--- src/rtl/sw_conditioner.sv ---
// Push-button conditioner: 2-flop sync, debounce, press pulse and long-press detect per channel.
// Define SW_AUTO_REPEAT_EN to add auto-repeat press pulses while a switch is held in long-press.
module sw_conditioner #(
    parameter int NUM_SW        = 5,
    parameter bit SW_ACTIVE_LOW = 1'b1,
    parameter int DEB_CNT       = 50000,
    parameter int LONG_CNT      = 50000000,
    parameter int REPEAT_CNT    = 10000000
) (
    input  logic              clk,
    input  logic              rst,
    input  logic [NUM_SW-1:0] i_sw_raw,
    output logic [NUM_SW-1:0] o_sw_level,
    output logic [NUM_SW-1:0] o_sw_pulse,
    output logic [NUM_SW-1:0] o_long,
    output logic [NUM_SW-1:0] o_long_pulse
);

    localparam int DEB_W  = $clog2(DEB_CNT);
    localparam int HOLD_W = $clog2(LONG_CNT);
`ifdef SW_AUTO_REPEAT_EN
    localparam int RPT_W  = $clog2(REPEAT_CNT);
`endif

    typedef enum logic [1:0] {IDLE, HELD, LONG} state_t;

    logic [NUM_SW-1:0] raw_act;
    logic [NUM_SW-1:0] sync1_q;
    logic [NUM_SW-1:0] sync2_q;

    assign raw_act = SW_ACTIVE_LOW ? ~i_sw_raw : i_sw_raw;

    // Synchronizer resets to the released (0) value so a held switch looks like a fresh press.
    always_ff @(posedge clk or posedge rst) begin
        if (rst) begin
            sync1_q <= '0;
            sync2_q <= '0;
        end else begin
            sync1_q <= raw_act;
            sync2_q <= sync1_q;
        end
    end

    for (genvar i = 0; i < NUM_SW; i++) begin : g_ch
        logic [DEB_W-1:0]  deb_q, deb_d;
        logic              lvl_q, lvl_d;
        logic              rise, fall;
        state_t            st_q, st_d;
        logic [HOLD_W-1:0] hold_q, hold_d;
        logic              pulse_q, pulse_d;
        logic              long_q, long_d;
        logic              lpulse_q, lpulse_d;
`ifdef SW_AUTO_REPEAT_EN
        logic [RPT_W-1:0]  rpt_q, rpt_d;
`endif

        // Any matching sample clears the count, so only an unbroken run of DEB_CNT mismatches flips the level.
        always_comb begin
            deb_d = '0;
            lvl_d = lvl_q;
            if (sync2_q[i] != lvl_q) begin
                if (deb_q == DEB_W'(DEB_CNT - 1)) begin
                    lvl_d = ~lvl_q;
                end else begin
                    deb_d = deb_q + DEB_W'(1);
                end
            end
        end

        assign rise = lvl_d & ~lvl_q;
        assign fall = ~lvl_d & lvl_q;

        always_comb begin
            st_d     = st_q;
            hold_d   = hold_q;
            long_d   = long_q;
            lpulse_d = 1'b0;
            pulse_d  = rise;
`ifdef SW_AUTO_REPEAT_EN
            rpt_d    = rpt_q;
`endif
            if (fall) begin
                st_d   = IDLE;
                hold_d = '0;
                long_d = 1'b0;
`ifdef SW_AUTO_REPEAT_EN
                rpt_d  = '0;
`endif
            end else begin
                case (st_q)
                    IDLE: begin
                        if (rise) begin
                            st_d   = HELD;
                            hold_d = '0;
                        end
                    end
                    HELD: begin
                        if (hold_q == HOLD_W'(LONG_CNT - 1)) begin
                            st_d     = LONG;
                            long_d   = 1'b1;
                            lpulse_d = 1'b1;
`ifdef SW_AUTO_REPEAT_EN
                            rpt_d    = '0;
                            pulse_d  = 1'b1;
`endif
                        end else begin
                            hold_d = hold_q + HOLD_W'(1);
                        end
                    end
                    LONG: begin
`ifdef SW_AUTO_REPEAT_EN
                        if (rpt_q == RPT_W'(REPEAT_CNT - 1)) begin
                            rpt_d   = '0;
                            pulse_d = 1'b1;
                        end else begin
                            rpt_d = rpt_q + RPT_W'(1);
                        end
`endif
                    end
                    default: begin
                        st_d   = IDLE;
                        hold_d = '0;
                        long_d = 1'b0;
                    end
                endcase
            end
        end

        always_ff @(posedge clk or posedge rst) begin
            if (rst) begin
                deb_q    <= '0;
                lvl_q    <= 1'b0;
                st_q     <= IDLE;
                hold_q   <= '0;
                pulse_q  <= 1'b0;
                long_q   <= 1'b0;
                lpulse_q <= 1'b0;
`ifdef SW_AUTO_REPEAT_EN
                rpt_q    <= '0;
`endif
            end else begin
                deb_q    <= deb_d;
                lvl_q    <= lvl_d;
                st_q     <= st_d;
                hold_q   <= hold_d;
                pulse_q  <= pulse_d;
                long_q   <= long_d;
                lpulse_q <= lpulse_d;
`ifdef SW_AUTO_REPEAT_EN
                rpt_q    <= rpt_d;
`endif
            end
        end

        assign o_sw_level[i]   = lvl_q;
        assign o_sw_pulse[i]   = pulse_q;
        assign o_long[i]       = long_q;
        assign o_long_pulse[i] = lpulse_q;
    end

endmodule

--- config.mk ---
export PLATFORM = sky130hd
export DESIGN_NAME = sw_conditioner
export DESIGN_NICKNAME = d
export VERILOG_FILES = /design/src/rtl/sw_conditioner.sv
export SDC_FILE = /design/constraint.sdc
export NUM_CORES = 1
export LEC_CHECK = 0
export CORE_AREA = 2 2 155 157
export DETAILED_ROUTE_END_ITERATION = 7
export DIE_AREA = 0 0 157 159
export HOLD_SLACK_MARGIN = 0.03
export PLACE_DENSITY = 0.76
export SETUP_SLACK_MARGIN = 0.02
export SKIP_LAST_GASP = 1
export SLEW_MARGIN = 5
export SYNTH_ARGS = -nofsm -noshare
export SYNTH_HDL_FRONTEND = slang
export SYNTH_SLANG_ARGS = --single-unit
--- constraint.sdc ---
create_clock -name clk -period 8.1 [get_ports clk]
set_input_delay 0.81 -clock clk [delete_from_list [all_inputs] [get_ports clk]]
set_output_delay 0.81 -clock clk [all_outputs]
set_load 0.005 [all_outputs]
==> qor.csv <==
metric,value,unit
clock skew,15.5,ps
met2 usage,34.7,%
"CP delay by family, top",compound AO/OA/AOI/OAI gates,
post-synthesis register bit count,250,
Crit Path Max Fanout,21,
Max Slew Vio Count,0,
Starting Density,56.5,%
Detailed Route WL,26900,um
sequential share of power,48.7,%
Psw,0.543,mW
Synth Warn #,0,
Synth top area share,47.7,%
GR Overflow Total,0,
Die X,157,um
Pint,2.06,mW
largest net degree at the start of global routing,113,
PnR worst setup slack,4420,ps
Synth Cell Area,0.0131,mm2
"area leader, netlist",dfrtp_1,
Post-synth ARST share,100,%
Worst-path clk slew,60,ps
Max Cap Viol,0,
Clock power frac,49.6,%
minimum clock period,3680,ps
Worst Path Buf+Inv,0,
Setup-failing EPs final,0,
Non-Filler Instances,1745,
fin crit share,45.4,%
maximum vdd ir drop,0.000111,V
Critical Path Max Stage Delay,1090,ps
M1 GR Usage,32.1,%
Pwr per Cell Area,180,mW/mm2
run status,completed,
biggest regs,"g_ch.hold_q (130), g_ch.deb_q (80), g_ch.st_q (10)",
vias per cell,6.08,
number of setup buffers added after CTS,0,
GRT busiest layer,met2,
vias in the first global route,10100,
dpl ws,4540,ps
antenna-violating nets left,0,
I/O Pins,27,
top post-synthesis cells by area,"dfrtp_1 (48%), nor2_1 (4.3%), nand2_1 (3.7%)",
Core Box Area,0.0232,mm2
hold buffers post-CTS,0,
antenna fix cells,0,
Slew headroom,17.5,%
antenna violations before repair,0,
placed wire-length estimate,17500,um
area grow syn2layout,10.1,%
"most used cell, CP",ha_1,
number of flip-flops in the largest register,130,
average size of a mapped cell,9.32,um2
final setup TNS,0,ps
port bufs,26,
"count leader, synth",dfrtp_1,
"Req. time, crit path",8550,ps
CP startpoint kind,register,
layout filler cell count,1927,
RSZ-0062 raised after global routing,no,
Final Hold Vio Count,0,
worst hold-check path type,register to register,
drt first pass iters,6,
Reg area,0.00626,mm2
post-synth net total,1434,
CTS sink cnt,250,
via count,10600,
critical path's slowest cell,a21oi_1,
H-tree depth,1,
post-DR wirelength/cell,15.4,um
Post-synth top cells,"dfrtp_1 (250), nor2_1 (149), nand2_1 (130)",
placed insts,1694,
Die H,159,um
"Seq/Total Area, Yosys",47.7,%
total power,2.60,mW
# DRC,0,
cells after synthesis,1407,
DRT iter0 DRCs,862,
Root Buffer,clkbuf_16,
crit end category,register,
Worst-Margin Slew,1240,ps
LEAKAGE,6.13,nW
crit-path cells,ha_1 > and3_1 > nand4_1 > mux2i_1 > ha_1 > nor2_1 > nand2_1 > a21oi_1 > a41oi_1 > a31oi_1,
net switching fraction of the power,20.9,%
die area,0.0250,mm2
hold slack,348,ps
Worst-Skew Late Latency,540,ps
first-pass GRT wire length,47300,um
row count,56,
fmax,272,MHz
ys flop type,dfrtp_1,
Combinational Power Share,1.7,%
met3 usage in global routing,2.80,%
gpl congestion,0.851,
most flop-heavy register,g_ch.hold_q,
CTS Buf Count,28,
post-synthesis cell type count,80,
Layout Nets,1432,
cts repair resizes,0,
CTS max path bufs,3,
crit path DAT,4130,ps
GRT Util Overall,22.1,%
layout cells sized above 1,6.73,%
TritonCTS clock tree,yes,
"EDFF count, synth",0,
crit path kind,register to register,
footprint of the multi-input gates,0.00634,mm2
power groups by stage:
stage / clock network (mW) / logic (mW) / registers, mW
global placement: 0 / 0.0465 / 1.29
global route: 1.37 / 0.0531 / 1.27
finish: 1.29 / 0.0449 / 1.27
floorplan: 0 / 0.0326 / 1.29
CTS: 1.31 / 0.0476 / 1.27
detailed placement: 0 / 0.0473 / 1.29
placed cells by master, fill, tap and decap left out, types with 5 or more instances in the layout:
cell type        netlist  layout
nor3_1                44      44
o31ai_1               23      23
and2_1                 9       9
inv_1                 46      45
a211o_2                9       9
nor2_1               149     149
clkdlybuf4s50_1        1      26
or2_2                  5       5
a31oi_1               67      65
a41oi_1               12      12
nor4b_1                9       9
o211ai_1               5       5
and4_1                13      13
a221o_2                5       5
nand2b_1              25      25
clkbuf_1              34       7
nand2_1              130     130
clkbuf_8               0       8
and3_1                52      52
clkbuf_16              0      29
a21o_1                 5       5
nand4_1               48      48
a22o_1                 5       5
o21ai_0               67      67
ha_1                  20      20
xnor2_1               47      47
dfrtp_1              250     250
a21oi_1               47      46
buf_4                 22       7
or3_1                 14      14
o22ai_1                5       5
mux2i_1                8       8
nand3_1               83      83
nor4_1                21      21
or4_1                 11      11
xor2_1                36      36
worst register-to-register path: cells and delay by family (launching register included):
family | cells | cell delay, ps
AOI/OAI and AO/OA | 3 | 1580
adders and majority gates | 2 | 460
DFF | 1 | 410
muxes | 1 | 180
and+or+nand+nor | 4 | 980
path summary, 6_finish.rpt:
kind / startpoint / end / slack [ps] / cells past startpoint
max: g_ch[2].deb_q[0]$_DFF_PP0_ / g_ch[2].hold_q[25]$_DFFE_PP0P_ / 4420 / 10
min: sync1_q[0]$_DFF_PP0_ / sync2_q[0]$_DFF_PP0_ / 350 / 0
max reg2reg: g_ch[2].deb_q[0]$_DFF_PP0_ / g_ch[2].hold_q[25]$_DFFE_PP0P_ / 4420 / 10
min reg2reg: sync1_q[0]$_DFF_PP0_ / sync2_q[0]$_DFF_PP0_ / 350 / 0
max in group asynchronous: rst / g_ch[2].deb_q[11]$_DFF_PP0_ / 5780 / 3
min in group asynchronous: rst / g_ch[3].hold_q[3]$_DFFE_PP0P_ / 830 / 2
area by class of cell:
type	count	share of cell area [%]
inverters	46	1.25
multi-input cells	1046	43.9
clock buffers	44	5.97
clock inverters	7	0.624
repair buffers	33	2.17
well taps	319	2.76
flip-flops and latches	250	43.3
cell families (layout without fill, tap and decap cells):
group | after synthesis | in the layout | synth area share (%)
AO/OA/AOI/OAI | 293 | 293 | 14.9
XOR/XNOR | 83 | 83 | 5.54
adder cells (fa/ha/maj) | 20 | 20 | 1.91
buffers and inverters | 111 | 130 | 4.08
flip-flops | 250 | 250 | 47.7
multiplexers | 9 | 9 | 0.697
AND/OR/NAND/NOR | 641 | 641 | 25.2
through the flow:
step                      utilization (%)  area, um2
final                                62.2      14400
after global routing                 62.2      14400
after CTS                            62.2      14400
after detailed placement             58.1      13500
after global placement               58.1      13500
after floorplan                         -      13100
routing by layer:
layer | vias to the layer above | routed length (um)
met2 | 222 | 12600
met5 | - | 0
li1 | 5149 | -
met3 | 49 | 1130
met1 | 5187 | 12600
met4 | 0 | 527
Note: power is estimated with default switching activity, not from simulation.
